## src/rtl/egress_sched_pkg.sv

```systemverilog
// Shared definitions for the egress scheduler: parameter defaults and FSM state type.
package egress_sched_pkg;

    localparam int NUM_PORTS_DEF      = 4;
    localparam int LEN_WIDTH_DEF      = 6;  // width of the metadata len field
    localparam int TIMEOUT_CYCLES_DEF = 256;

    typedef enum logic [1:0] {
        ST_IDLE = 2'd0,
        ST_XFER = 2'd1,
        ST_GAP  = 2'd2
    } egress_sched_state_e;

endpackage

```

## src/rtl/egress_sched_if.sv

```systemverilog
// Request/grant bundle between ingress queues, the scheduler and the egress buffer.
interface egress_sched_if
    import egress_sched_pkg::*;
#(
    parameter int NUM_PORTS = NUM_PORTS_DEF,
    parameter int LEN_WIDTH = LEN_WIDTH_DEF
) ();
    localparam int PW = $clog2(NUM_PORTS);

    logic [NUM_PORTS-1:0]           req;
    logic [NUM_PORTS*LEN_WIDTH-1:0] req_len;
    logic                           beat_valid;
    logic                           egress_ready;

    logic [NUM_PORTS-1:0]           grant;
    logic [PW-1:0]                  grant_id;
    logic                           grant_valid;
    logic                           xfer_en;
    logic [LEN_WIDTH-1:0]           beats_left;
    logic                           pkt_done;
    logic                           abort;

    modport master (
        output req, req_len, beat_valid, egress_ready,
        input  grant, grant_id, grant_valid, xfer_en, beats_left, pkt_done, abort
    );

    modport slave (
        input  req, req_len, beat_valid, egress_ready,
        output grant, grant_id, grant_valid, xfer_en, beats_left, pkt_done, abort
    );

endinterface

```

## src/rtl/egress_sched_rr_arbiter.sv

```systemverilog
// Combinational rotating-priority select: first eligible index at or after rr_ptr, with wrap.
module rr_arbiter #(
    parameter  int NUM_PORTS = 4,
    localparam int PW        = $clog2(NUM_PORTS)
) (
    input  logic [NUM_PORTS-1:0] eligible_i,
    input  logic [PW-1:0]        rr_ptr_i,
    output logic [NUM_PORTS-1:0] grant_o,
    output logic [PW-1:0]        grant_id_o,
    output logic                 any_o
);

    logic [PW-1:0] idx;

    // NOTE: every variable written here gets a default first, so no path leaves a latch behind.
    always_comb begin
        idx        = '0;
        grant_id_o = '0;
        any_o      = 1'b0;
        // Walk offsets from farthest to nearest so the nearest eligible index is the last one kept.
        for (int k = NUM_PORTS - 1; k >= 0; k--) begin
            idx = rr_ptr_i + PW'(k);
            if (eligible_i[idx]) begin
                grant_id_o = idx;
                any_o      = 1'b1;
            end
        end
    end

    assign grant_o = NUM_PORTS'(any_o) << grant_id_o;

endmodule

```

## src/rtl/egress_sched.sv

```systemverilog
// Round-robin egress write-path scheduler: per-packet grant, backpressure gating and stall watchdog.
module egress_sched
    import egress_sched_pkg::*;
#(
    parameter int NUM_PORTS      = NUM_PORTS_DEF,
    parameter int LEN_WIDTH      = LEN_WIDTH_DEF,
    parameter int TIMEOUT_CYCLES = TIMEOUT_CYCLES_DEF
) (
    input logic           clk,
    input logic           reset,
    egress_sched_if.slave bus
);

    localparam int PW = $clog2(NUM_PORTS);
    localparam int SW = $clog2(TIMEOUT_CYCLES) + 1;
    localparam logic [SW-1:0] STALL_LIMIT = SW'(TIMEOUT_CYCLES - 1);

    egress_sched_state_e  state_q;
    logic [NUM_PORTS-1:0] grant_q;
    logic [PW-1:0]        grant_id_q;
    logic [PW-1:0]        rr_ptr_q;
    logic [LEN_WIDTH-1:0] beats_left_q;
    logic [SW-1:0]        stall_cnt_q;
    logic                 pkt_done_q;
    logic                 abort_q;

    logic [LEN_WIDTH-1:0] lens [NUM_PORTS];
    logic [NUM_PORTS-1:0] eligible;
    logic [NUM_PORTS-1:0] arb_grant;
    logic [PW-1:0]        arb_id;
    logic                 arb_any;

    logic xfer_en;
    logic stall;
    logic last_beat;
    logic timeout;

    // Zero-length requests are masked so they can never win a grant.
    always_comb begin
        for (int i = 0; i < NUM_PORTS; i++) begin
            lens[i]     = bus.req_len[i*LEN_WIDTH +: LEN_WIDTH];
            eligible[i] = bus.req[i] && (lens[i] != '0);
        end
    end

    rr_arbiter #(.NUM_PORTS(NUM_PORTS)) u_arb (
        .eligible_i (eligible),
        .rr_ptr_i   (rr_ptr_q),
        .grant_o    (arb_grant),
        .grant_id_o (arb_id),
        .any_o      (arb_any)
    );

    assign xfer_en   = (state_q == ST_XFER) && bus.beat_valid && bus.egress_ready;
    assign stall     = (state_q == ST_XFER) && bus.egress_ready && !bus.beat_valid;
    assign last_beat = xfer_en && (beats_left_q == LEN_WIDTH'(1));
    assign timeout   = stall && (stall_cnt_q == STALL_LIMIT);

    // NOTE: sequential state uses non-blocking assignments only, so every register samples pre-edge values.
    always_ff @(posedge clk) begin
        if (reset) begin
            state_q      <= ST_IDLE;
            grant_q      <= '0;
            grant_id_q   <= '0;
            rr_ptr_q     <= '0;
            beats_left_q <= '0;
            stall_cnt_q  <= '0;
            pkt_done_q   <= 1'b0;
            abort_q      <= 1'b0;
        end else begin
            pkt_done_q <= 1'b0;
            abort_q    <= 1'b0;
            case (state_q)
                ST_IDLE: begin
                    if (arb_any) begin
                        state_q      <= ST_XFER;
                        grant_q      <= arb_grant;
                        grant_id_q   <= arb_id;
                        beats_left_q <= lens[arb_id];
                        stall_cnt_q  <= '0;
                    end
                end
                ST_XFER: begin
                    if (last_beat || timeout) begin
                        state_q      <= ST_GAP;
                        grant_q      <= '0;
                        grant_id_q   <= '0;
                        beats_left_q <= '0;
                        stall_cnt_q  <= '0;
                        rr_ptr_q     <= grant_id_q + PW'(1);
                        pkt_done_q   <= last_beat;
                        abort_q      <= timeout;
                    end else if (xfer_en) begin
                        if (beats_left_q != '0) begin
                            beats_left_q <= beats_left_q - LEN_WIDTH'(1);
                        end
                        stall_cnt_q <= '0;
                    end else if (stall) begin
                        stall_cnt_q <= stall_cnt_q + SW'(1);
                    end
                end
                ST_GAP: begin
                    state_q <= ST_IDLE;
                end
                default: begin
                    state_q <= ST_IDLE;
                end
            endcase
        end
    end

    assign bus.grant       = grant_q;
    assign bus.grant_id    = grant_id_q;
    assign bus.grant_valid = (state_q == ST_XFER);
    assign bus.xfer_en     = xfer_en;
    assign bus.beats_left  = beats_left_q;
    assign bus.pkt_done    = pkt_done_q;
    assign bus.abort       = abort_q;

endmodule

```

## src/flat_wrapper.sv

```systemverilog
// flat-port wrapper written by rule: the top's interface ports become plain ports
module egress_sched_flat import egress_sched_pkg::*;
#(
    parameter int NUM_PORTS      = NUM_PORTS_DEF,
    parameter int LEN_WIDTH      = LEN_WIDTH_DEF,
    parameter int TIMEOUT_CYCLES = TIMEOUT_CYCLES_DEF
)
  (clk, reset, bus_req, bus_req_len, bus_beat_valid, bus_egress_ready, bus_grant, bus_grant_id, bus_grant_valid, bus_xfer_en, bus_beats_left, bus_pkt_done, bus_abort);
  egress_sched_if #(.NUM_PORTS(NUM_PORTS), .LEN_WIDTH(LEN_WIDTH)) bus_i ();
  input logic clk;
  input logic reset;
  input wire logic [$bits(bus_i.req)-1:0] bus_req;
  input wire logic [$bits(bus_i.req_len)-1:0] bus_req_len;
  input wire logic [$bits(bus_i.beat_valid)-1:0] bus_beat_valid;
  input wire logic [$bits(bus_i.egress_ready)-1:0] bus_egress_ready;
  output wire logic [$bits(bus_i.grant)-1:0] bus_grant;
  output wire logic [$bits(bus_i.grant_id)-1:0] bus_grant_id;
  output wire logic [$bits(bus_i.grant_valid)-1:0] bus_grant_valid;
  output wire logic [$bits(bus_i.xfer_en)-1:0] bus_xfer_en;
  output wire logic [$bits(bus_i.beats_left)-1:0] bus_beats_left;
  output wire logic [$bits(bus_i.pkt_done)-1:0] bus_pkt_done;
  output wire logic [$bits(bus_i.abort)-1:0] bus_abort;
  assign bus_i.req = bus_req;
  assign bus_i.req_len = bus_req_len;
  assign bus_i.beat_valid = bus_beat_valid;
  assign bus_i.egress_ready = bus_egress_ready;
  assign bus_grant = bus_i.grant;
  assign bus_grant_id = bus_i.grant_id;
  assign bus_grant_valid = bus_i.grant_valid;
  assign bus_xfer_en = bus_i.xfer_en;
  assign bus_beats_left = bus_i.beats_left;
  assign bus_pkt_done = bus_i.pkt_done;
  assign bus_abort = bus_i.abort;
  egress_sched #(.NUM_PORTS(NUM_PORTS), .LEN_WIDTH(LEN_WIDTH), .TIMEOUT_CYCLES(TIMEOUT_CYCLES)) u_core (.clk(clk), .reset(reset), .bus(bus_i));
endmodule
```

## config.mk

```make
export PLATFORM = sky130hd
export DESIGN_NAME = egress_sched_flat
export DESIGN_NICKNAME = d
export VERILOG_FILES = /design/src/rtl/egress_sched_pkg.sv /design/src/rtl/egress_sched_if.sv /design/src/rtl/egress_sched_rr_arbiter.sv /design/src/rtl/egress_sched.sv /design/src/flat_wrapper.sv
export SDC_FILE = /design/constraint.sdc
export NUM_CORES = 1
export LEC_CHECK = 0
export ABC_AREA = 1
export BUFFER_PORTS_ARGS = -buffer_cell sky130_fd_sc_hd__buf_2
export CAP_MARGIN = 20
export CORE_UTILIZATION = 38
export DETAILED_ROUTE_END_ITERATION = 7
export SKIP_LAST_GASP = 1
export SYNTH_ARGS = -nofsm -noshare
export SYNTH_HDL_FRONTEND = slang
export SYNTH_SLANG_ARGS = --single-unit
```

## constraint.sdc

```tcl
create_clock -name clk -period 4.7 [get_ports clk]
set_clock_uncertainty 0.15 [all_clocks]
set_input_delay 0.94 -clock clk [delete_from_list [all_inputs] [get_ports clk]]
set_output_delay 0.94 -clock clk [all_outputs]
set_load 0.01 [all_outputs]
```

After elaboration in Yosys (flattened, before gate mapping)
Index checks and enable logic that the tools add are counted.
Storage, ports and cells
  bits in registers: 27
  bits of input ports: 32
  output and inout bits: 16
  word-level logic and storage cells: 94
Operators by class
  add/sub/neg operators: 6
  $lt $le $gt $ge: 5
  equal/unequal tests: 8
  shift-type cells: 1
  muxes and demuxes: 38
  bitwise logic cells: 3
  reductions and logical operators: 25
Operators with widths (number)
  $mux W6: 6
  $mux W9: 4
  $reduce_bool A6 Y1: 5
  $pmux W9 S2: 1
  $mux W2: 8
  $bmux W6 S2: 1
  $lt A2 B3 Y1 const B: 4
  $pmux W6 S2: 1
  $logic_and A1 B1 Y1: 10
  $add A9 B1 Y9 const B: 1
  $eq A9 B8 Y1 const B: 1
  $bmux W1 S2: 4
  $mux W1: 8
  $mux W4: 2
  $pmux W2 S2: 2
  $pmux W4 S2: 1
  $eq A6 B1 Y1 const B: 1
  $ne A3 B1 Y1 const B: 2
  $reduce_and A3 Y1: 2
  $sub A6 B1 Y6 const B: 1
  $add A2 B1 Y2 const B: 2
  $add A2 B2 Y2 const B: 2
  $ne A4 B1 Y1 const B: 1
  $reduce_and A2 Y1: 2
  other kinds (13): 14

Logic depth before layout (Yosys ltp)
Gate-level depths: netlist of the first run.
  depth after elaboration: 14
  mapped depth: 17

Hierarchy
A second synthesis of the first run with hierarchy kept.
Second synthesis, totals
  cell total of the unflattened synthesis: 310
  area total of the unflattened synthesis: 1936.9 µm²
By module, submodules not included
  egress_sched: times used 1, cells an instance 254, area each 1655.3 µm², sequential area each 540.5 µm²
  rr_arbiter: times used 1, cells an instance 56, area each 281.5 µm², sequential area each 0.0 µm²

Worst setup path after synthesis of the first run
Ideal clock, no wire load.
  path type: input-to-reg
  start: input bus_req_len[2]
  end: register u_core.beats_left_q[2] (netlist: u_core.bus.beats_left[2])
  library setup time: 0.066 ns
  data arrival time: 2.185 ns
  required time: 4.484 ns
  path slack: 2.299 ns
  stages: 14
  path buffers: 1
  path through: nor2_1 -> nand3_1 -> nand3_1 -> nand2_1 -> nand2_1 -> nand2_1 -> inv_1 -> nand3_2 -> buf_2 -> nand3_1 -> nand3_1 -> nand2_1 -> nand2_1 -> a21oi_2
On the way
  cells in the longest elaborated chain, start to end: 14
  elaborated cells on any way between the ends: 26
  classes of those cells: eq/ne (1); mux (21); bitwise (1); reduce/logical (3)
RTL lines
  from (decl): RTL line flat_wrapper.sv:13  | input wire logic [$bits(bus_i.req_len)-1:0] bus_req_len;
  $reduce_bool A6 Y1: RTL line egress_sched.sv:42  | eligible[i] = bus.req[i] && (lens[i] != '0);
  $logic_and A1 B1 Y1: RTL line egress_sched.sv:42
  $bmux W1 S2: RTL line egress_sched_rr_arbiter.sv:23  | if (eligible_i[idx]) begin
  $mux W1 (not written as such): RTL line egress_sched_rr_arbiter.sv:23
  $mux W2 (4 in a row): RTL line egress_sched_rr_arbiter.sv:23
  $not A2 Y3 (not written as such): RTL line egress_sched.sv:79  | beats_left_q <= lens[arb_id];
  $bmux W6 S2: RTL line egress_sched.sv:79
  $mux W6 (not written as such) (2 in a row): RTL line egress_sched.sv:79
  $mux W6: RTL line egress_sched.sv:75  | if (arb_any) begin
  $pmux W6 S2: RTL line egress_sched.sv:73  | case (state_q)
  to (signal assigned): RTL line egress_sched.sv:79
  to (signal assigned): RTL line egress_sched.sv:95  | beats_left_q <= beats_left_q - LEN_WIDTH'(1);
  to (decl): RTL line egress_sched.sv:22  | logic [LEN_WIDTH-1:0] beats_left_q;
Parallel ways exist; a longest one is shown, timed or not. The select of a mux whose other input is x is not followed.
A chain may end at the register's enable or synchronous reset.

Worst setup path after layout of the first run
  start: input bus_egress_ready
  end: output bus_xfer_en
On the way
  cells in the longest elaborated chain, start to end: 1
RTL lines
  from (decl): RTL line flat_wrapper.sv:15  | input wire logic [$bits(bus_i.egress_ready)-1:0] bus_egress_ready;
  $logic_and A1 B1 Y1: RTL line egress_sched.sv:54  | assign xfer_en = (state_q == ST_XFER) && bus.beat_valid && bus.egress_ready;
  to (decl): RTL line flat_wrapper.sv:19  | output wire logic [$bits(bus_i.xfer_en)-1:0] bus_xfer_en;
Every way passes these cells.

==> impl_metrics.toml, run 1 <==
[place]
place_congestion = 0.8922
pre_cts_slack_ns = 1.811
dpl_cell_area_mm2 = 0.002338
port_buffers = 47
dp_hpwl_um = 3959

[synthesis]
ys_ff_latch = 27
synth_edf_count = 0
synthesis.area_mm2 = 0.002086
synth_compound_gate_area_share_pct = 11.82
synth_fp_nets = 362
async_flop_share_pct = 0
ys.flop_type = "dfxtp_1"
synthMuxAreaShare_pct = 0
synthAdderAreaFrac_pct = 2.999
yosys_warnings = 0
synthXorXnorAreaFrac_pct = 3.779
yosysTopAreaCell = "dfxtp_1"
netlist.area_leader.share_pct = 25.91
ys_seq_area_share_pct = 25.91
synth_cells = 325
synth.avg_cell_area_um2 = 6.418
ys_types = 35
synth_top_family_by_area = "simple AND/OR/NAND/NOR gates"
yosys.area_share.simple_pct = 41.39
yosys-top-cells-area = "dfxtp_1 26%, nand2_1 12%, nand3_1 12%"

[clock_network]
ctsHoldBuffers = 0
postCtsSetupRepairBufs = 0
clk_path_buf_depth = 2
insertion_delay_ns = 0.28
cts.sinks = 27
path_clk_slew_ns = 0.10
post_cts_resized = 0
numCtsBuffers = 3
cts_tree = "yes"
htree_levels = 1
ctsRootBufferMaster = "clkbuf_8"

[global_routing]
grt_pass1_vias = 1952
grt_max_degree = 17
grt_use_total_pct = 17.73
antenna_found_initial = 0
overflow = 0
grt_pass1_wl_um = 8507

[run_status]
status = "finished clean"

[power_and_ir_drop]
p_comb_share_pct = 38.9
pwr-share-seq_pct = 40.3
ir_drop_uv = 108.8
swShare_pct = 39.26
power.density_mw_per_mm2 = 283.5
switchingPower_uw = 265.7
p_leak_uw = 0.001207
intPower_uw = 411.0
p_clk_share_pct = 20.8

[setup_path]
arrival_ns = 1.53
cp-start-kind = "input port"
crit_path_end_kind = "primary output"
crit_type = "in2out"
required_ns = 3.61
worstPathMaxFanout = 4

[sta]
rsz0062_at_grt = "false"
hold_violations = 0
setup_ws_ns = 2.076
fin_crit_sh_pct = 55.82
tns_ns = 0
setup-violations-final = 0
fin_crit_ns = 2.624
holdWs_ns = 0.3376
slew_headroom_pct = 69.47
fmax_mhz = 381.1
maxSlewViolCount = 0
tightest_slew_ns = 0.4579

[detailed_routing]
antenna_left = 0
vias_per_cell = 4.678
routed_wl_um = 4879
vias = 2049
routedWlPerCell_um = 11.14
drt-pass1-iter-count = 4
drc = 0
drtIter0Drc = 107

[floorplan]
num_rows = 26
dieArea_mm2 = 0.005789
dieWidth_um = 76.09
coreArea_mm2 = 0.005205
die_y_um = 76.09
start_util_pct = 40.07
num_io_pins = 48

[worst_hold_path]
hold_path_class = "reg2reg"

[cells_and_area]
areaGrowthSynthToFinish_pct = 14.46
diodes = 0
design_area_mm2 = 0.002387
layout-drive-gt1-share_pct = 24.73
mostFrequentLayoutCell = "nand2_1"
layout_common_cells = "68 x nand2_1, 48 x inv_1, 48 x nand3_1"
multi_input_area_mm2 = 0.001251
final-seq-area_um2 = 540.5
nets = 406
n_fill_cell = 583

[flow_run]
drv_cap = 0
[sequential cells by signal, summed over array words and instances (netlist names)]
name,cells
u_core.stall_cnt_q,9
u_core.bus.abort,1
u_core.rr_ptr_q,2
u_core.state_q,2
u_core.bus.beats_left,6
u_core.bus.grant,4
u_core.bus.pkt_done,1
u_core.bus.grant_id,2
[kinds of logic after synthesis]
| logic type | count (synthesis) |
|---|---|
| AOI/OAI and AO/OA | 39 |
| adders and majority gates | 5 |
| xor gates and xnor gates | 9 |
| and+or+nand+nor | 180 |
| buffers and inverters | 65 |
| DFF | 27 |
[power by group through the flow]
stage / logic (uW) / registers (uW) / clock network (uW)
after floorplan: 199 / 281 / 0
after global placement: 263 / 278 / 0
after detailed placement: 264 / 278 / 0
after CTS: 266 / 273 / 147
after global routing: 299 / 276 / 157
final: 263 / 273 / 141
[final cells by class]
type                    count  share of cell area, %
inverters                  57                  9.382
repair buffers             47                  9.853
flip-flops and latches     27                  22.64
clock buffers               3                  1.730
multi-input cells         233                  52.41
well taps                  70                  3.669
clock inverters             1                 0.3145
[metrics by stage]
| stage | cells | utilization, % | total power (uW) |
|---|---|---|---|
| after floorplan | 325 | - | 480.1 |
| after global placement | 434 | 44.93 | 540.9 |
| after detailed placement | 434 | 44.93 | 542.8 |
| after CTS | 438 | 45.87 | 685.4 |
| after global routing | 438 | 45.87 | 731.9 |
| final | 438 | 45.87 | 676.7 |
[Yosys cell counts, types with 3 or more instances]
library cell and instances:
buf_6 3, nand2_2 11, inv_1 48, nor2_1 33, nor3_1 6, dfxtp_1 27, a21oi_2 8, a21oi_1 17
o21ai_1 4, nand2_4 3, o21ai_0 7, ha_1 5, inv_2 5, nand2_1 68, nor2_4 3, nand3_1 48
xor2_1 7
[per-layer routing]
metal | GRT usage [%] | share of wire (%) | vias up
li1 | - | - | 1108
met1 | 23.48 | 50 | 902
met2 | 29.09 | 46 | 37
met3 | 3.473 | 4.0 | 2
met4 | 5.192 | 0.20 | 0
met5 | 0 | 0 | -
[worst paths after layout]
kind / from / to / slack [ns] / cells past startpoint
setup / recovery: bus_egress_ready / bus_xfer_en / 2.08 / 6
hold / removal: u_core.bus.grant[0]$_SDFFE_PP0P_ / u_core.bus.grant[0]$_SDFFE_PP0P_ / 0.34 / 2
setup reg to reg: u_core.stall_cnt_q[0]$_SDFFE_PP0P_ / u_core.stall_cnt_q[8]$_SDFFE_PP0P_ / 2.17 / 15
hold reg to reg: u_core.bus.grant[0]$_SDFFE_PP0P_ / u_core.bus.grant[0]$_SDFFE_PP0P_ / 0.34 / 2
[worst max-delay path, stage by stage]
cell	delay (ns)
buf_2	0.12
inv_1	0.07
nor2_4	0.11
nand2_2	0.08
inv_2	0.08
buf_2	0.13
No activity file was read; power rests on OpenSTA's default activity.
==> run 2, diff against run 1 <==
==> constraint.sdc (replaced) <==
create_clock -name clk -period 2.35 [get_ports clk]
set_clock_uncertainty 0.15 [all_clocks]
set_input_delay 0.47 -clock clk [delete_from_list [all_inputs] [get_ports clk]]
set_output_delay 0.47 -clock clk [all_outputs]
set_load 0.01 [all_outputs]
==> impl_metrics.toml, run 2 (synthesized netlist as in run 1, its figures left out) <==
[sta]
maxSlewViolCount = 0
holdWs_ns = 0.3347
rsz0062_at_grt = "true"
setup-violations-final = 0
slew_headroom_pct = 70.33
setup_ws_ns = 0.05220
tns_ns = 0
fin_crit_ns = 2.298
fin_crit_sh_pct = 97.78
tightest_slew_ns = 0.4446
hold_violations = 0
fmax_mhz = 435.2

[floorplan]
num_rows = 26
dieWidth_um = 76.09
num_io_pins = 48
die_y_um = 76.09
dieArea_mm2 = 0.005789
start_util_pct = 40.07
coreArea_mm2 = 0.005205

[setup_path]
cp-start-kind = "flop"
crit_path_end_kind = "flop"
crit_type = "reg2reg"
arrival_ns = 2.36
worstPathMaxFanout = 5
reg2reg_depth = 16
required_ns = 2.41

[worst_hold_path]
hold_depth = 2
hold_path_class = "reg2reg"

[clock_network]
path_clk_slew_ns = 0.10
cts.sinks = 27
ctsRootBufferMaster = "clkbuf_8"
clk_path_buf_depth = 2
numCtsBuffers = 3
htree_levels = 1
insertion_delay_ns = 0.28
cts_tree = "yes"

[power_and_ir_drop]
p_comb_share_pct = 43.0
switchingPower_uw = 566.9
p_leak_uw = 0.001371
intPower_uw = 887.7
swShare_pct = 38.97
power.density_mw_per_mm2 = 538.7
p_clk_share_pct = 19.2
pwr-share-seq_pct = 37.8
ir_drop_uv = 257.5

[place]
dp_hpwl_um = 4077
place_congestion = 0.8419
port_buffers = 47
pre_cts_slack_ns = -0.07536

[global_routing]
grt_pass1_vias = 2160
grt_pass1_wl_um = 9501
antenna_found_initial = 0
overflow = 0
grt_use_total_pct = 19.97
grt_max_degree = 17

[detailed_routing]
vias_per_cell = 4.694
drtIter0Drc = 97
drt-pass1-iter-count = 4
drc = 0
vias = 2197
routedWlPerCell_um = 11.51
routed_wl_um = 5385
antenna_left = 0

[flow_run]
drv_cap = 0

[cells_and_area]
regMostFlops = "u_core.stall_cnt_q"
final-seq-area_um2 = 544.3
nets = 436
multi_input_area_mm2 = 0.001321
mostFrequentLayoutCell = "nand2_1"
layout_common_cells = "65 x nand2_1, 48 x inv_1, 47 x nand3_1, 47 x buf_2, 32 x nor2_1"
fin_util_pct = 51.88
largest_reg_flops = 9
areaGrowthSynthToFinish_pct = 29.45
diodes = 0
n_fill_cell = 555
layout-drive-gt1-share_pct = 33.92

[run_status]
status = "finished clean"
## run 2: changes by cell type in the layout (fill, tap and decap cells not counted), moves of 2 or more
cell	delta
nor3_2	+2
ha_1	-2
o21ai_0	-3
nand2_1	-3
buf_6	+2
nor3_1	-2
nand2_4	+2
dfxtp_1	-3
dfxtp_2	+3
buf_4	+25
o21ai_1	+2
## run 2: critical path, cell delays in order, from the launching register on
cell and delay (ns):
dfxtp_2 0.35, ha_4 0.17, nand3_2 0.08, nor2_2 0.05, nand2_1 0.09, nor3_2 0.04
ha_2 0.15, nand3b_1 0.13, nand2_4 0.07, nor2_4 0.13, clkinv_4 0.09, o21ai_4 0.24
buf_4 0.17, inv_4 0.04, nand2_2 0.06, nand2_4 0.07, a21oi_2 0.13
## run 2: layout make-up
| cell class | count | share of cell area [%] |
|---|---|---|
| Sequential cell | 27 | 20.16 |
| Clock buffer | 3 | 1.529 |
| Tap cell | 70 | 3.244 |
| Inverter | 57 | 8.341 |
| Timing Repair inverter | 1 | 0.2780 |
| Multi-Input combinational cell | 234 | 48.93 |
| Timing Repair Buffer | 75 | 17.24 |
| Clock inverter | 1 | 0.2780 |
## run 2: per-stage QoR
step,area [um^2],power [uW],cells
after floorplan,2086,960.2,325
after global placement,2441,1110,446
after detailed placement,2441,1112,446
after CTS,2590,1428,461
after global routing,2700,1568,468
final,2700,1455,468
## run 2: metal layers
layer  share of wire (%)  GRT usage (%)  vias to the layer above
met5                   0              0                        -
met4                 1.5          5.769                        0
met3                 2.5          2.275                        9
met2                  49          34.73                       35
met1                  47          25.93                      982
li1                    -              -                     1171
## run 2: worst paths after layout
path	to	slack, ns	startpoint
setup reg to reg	u_core.stall_cnt_q[0]$_SDFFE_PP0P_	0.05	u_core.stall_cnt_q[0]$_SDFFE_PP0P_
hold reg to reg	u_core.bus.grant[2]$_SDFFE_PP0P_	0.33	u_core.bus.grant[2]$_SDFFE_PP0P_
hold / removal	u_core.bus.grant[2]$_SDFFE_PP0P_	0.33	u_core.bus.grant[2]$_SDFFE_PP0P_
setup / recovery	u_core.stall_cnt_q[0]$_SDFFE_PP0P_	0.05	u_core.stall_cnt_q[0]$_SDFFE_PP0P_
## run 2: power by group through the flow
stage	combinational (uW)	clock, uW	sequential [uW]
floorplan	398	0	562
global placement	554	0	556
detailed placement	556	0	556
CTS	595	287	546
global route	707	305	557
finish	625	280	549
## run 2: timing repair
| item | in CTS | in global routing |
|---|---|---|
| gates resized for setup | 5 | 19 |
| cloned | 1 | 1 |
| pin swaps | 4 | 10 |
| endpoints found under the setup margin | 21 | 22 |
| setup buffers | 10 | 6 |
| hold buffers | 0 | 0 |
==> run 3, diff against run 2 <==
--- a/config.mk
+++ b/config.mk
@@ -10,6 +10,7 @@
 export CAP_MARGIN = 20
 export CORE_UTILIZATION = 38
 export DETAILED_ROUTE_END_ITERATION = 7
+export MAX_ROUTING_LAYER = met4
 export SKIP_LAST_GASP = 1
 export SYNTH_ARGS = -nofsm -noshare
 export SYNTH_HDL_FRONTEND = slang
==> impl_metrics.toml, run 3 (synthesized netlist as in run 1, its figures left out) <==
[setup_path]
path_common_cell = "nand2_1"
critPathTopFamily = "simple AND/OR/NAND/NOR gates"
arrival_ns = 2.30
critical-path-slowest-cell = "dfxtp_2"
worstPathMaxFanout = 4
cpPeakStageDelay_ns = 0.35
cp-start-kind = "flop"
crit_type = "reg2reg"
required_ns = 2.42
path_cells = "ha_4 > nand3_2 > nor2_2 > nand2_1 > nor3_2 > ha_1 > nand3b_1 > nand2_4 > nor2_4 > buf_4 > nand2_1 > nor3b_1 > o21ai_1 > a21oi_1"
crit_path_end_kind = "flop"
cp_num_buf_inv = 1

[detailed_routing]
vias_per_cell = 4.709
routedWlPerCell_um = 11.50
drt-pass1-iter-count = 4
antenna_left = 0
routed_wl_um = 5370
vias = 2199
drc = 0
drtIter0Drc = 85

[cells_and_area]
largest_reg_flops = 9
mostFrequentLayoutCell = "nand2_1"
layout-drive-gt1-share_pct = 32.75
design_area_mm2 = 0.002681
regMostFlops = "u_core.stall_cnt_q"
nets = 435
layout_common_cells = "68 x nand2_1, 48 x inv_1, 47 x nand3_1, 47 x buf_2, 32 x nor2_1"
diodes = 0
areaGrowthSynthToFinish_pct = 28.55

[global_routing]
antenna_found_initial = 0
overflow = 0
grt_max_degree = 17
grt_use_total_pct = 20.52
grt_pass1_wl_um = 9480
grt_pass1_vias = 2169

[power_and_ir_drop]
power.density_mw_per_mm2 = 540.2
ir_drop_uv = 253.5
total_power_uw = 1448
p_leak_uw = 0.001358

[place]
port_buffers = 47
place_congestion = 0.8550
dpl_cell_area_mm2 = 0.002441
dp_hpwl_um = 4077

[clock_network]
cts.sinks = 27
ctsHoldBuffers = 0
clk_path_buf_depth = 2
numCtsBuffers = 3
insertion_delay_ns = 0.28
cts_tree = "yes"
ctsRootBufferMaster = "clkbuf_8"
htree_levels = 1
path_clk_slew_ns = 0.10

[sta]
rsz0062_at_grt = "true"
fmax_mhz = 449.3
fin_crit_ns = 2.226
slew_headroom_pct = 71.11
setup-violations-final = 0
hold_violations = 0
tightest_slew_ns = 0.4329
holdWs_ns = 0.3349
maxSlewViolCount = 0
fin_crit_sh_pct = 94.72

[run_status]
status = "finished clean"

[floorplan]
start_util_pct = 40.07
num_io_pins = 48
die_y_um = 76.09
num_rows = 26
dieArea_mm2 = 0.005789
dieWidth_um = 76.09
coreArea_mm2 = 0.005205

[worst_hold_path]
hold_path_class = "reg2reg"

[flow_run]
drv_cap = 0
-- run 3: power breakdown --
group          total (uW)  switching, uW  internal (uW)
clock                 281            160            121
combinational         618            360            258
sequential            549           44.0            505
total                1450            564            884
-- run 3: what timing repair did --
action | 4_1_cts | 5_1_grt
pin swaps | 4 | 8
buffers inserted | 10 | 5
gates resized for setup | 5 | 14
cloned | 1 | 1
setup endpoints to repair | 21 | 22
-- run 3: final timing paths --
| check | start | to | slack [ns] | cells after the start |
|---|---|---|---|---|
| worst max register to register | u_core.stall_cnt_q[0]$_SDFFE_PP0P_ | u_core.stall_cnt_q[4]$_SDFFE_PP0P_ | 0.12 | 14 |
| worst min register to register | u_core.bus.grant[2]$_SDFFE_PP0P_ | u_core.bus.grant[2]$_SDFFE_PP0P_ | 0.33 | 2 |
| worst min-delay path | u_core.bus.grant[2]$_SDFFE_PP0P_ | u_core.bus.grant[2]$_SDFFE_PP0P_ | 0.33 | 2 |
| worst max-delay path | u_core.stall_cnt_q[0]$_SDFFE_PP0P_ | u_core.stall_cnt_q[4]$_SDFFE_PP0P_ | 0.12 | 14 |
-- run 3: worst min-delay path: cells and delay by family, from the launching register on --
| kind | cells | cell delay, ns |
|---|---|---|
| compound gates | 1 | 0.06 |
| flops | 1 | 0.32 |
| simple gates | 1 | 0.07 |
-- run 3: stage by stage --
step	utilization [%]	worst slack [ns]	std cells	TNS (ns)
after global routing	51.51	-0.02944	467	-0.08440
final	51.51	0.1241	467	0
after detailed placement	46.90	-0.07536	446	-0.5179
after floorplan	-	0.1846	325	0
after global placement	46.90	-0.01268	446	-0.01465
after CTS	49.76	0.002503	461	0
-- run 3: cell type report --
class                   count  area, um^2
fillers                   561        2524
multi-input cells         234        1306
flip-flops and latches     27       544.3
repair buffers             74       461.7
inverters                  57       225.2
well taps                  70       87.58
clock buffers               3       41.29
clock inverters             1       7.507
repair inverters            1       7.507
-- run 3: layer usage --
layer	global-route usage (%)	up-vias	routed length [um]
met1	25.79	981	2478
met2	34.82	37	2668
met3	2.275	9	143
li1	-	1172	-
met5	-	-	0
met4	5.769	0	80
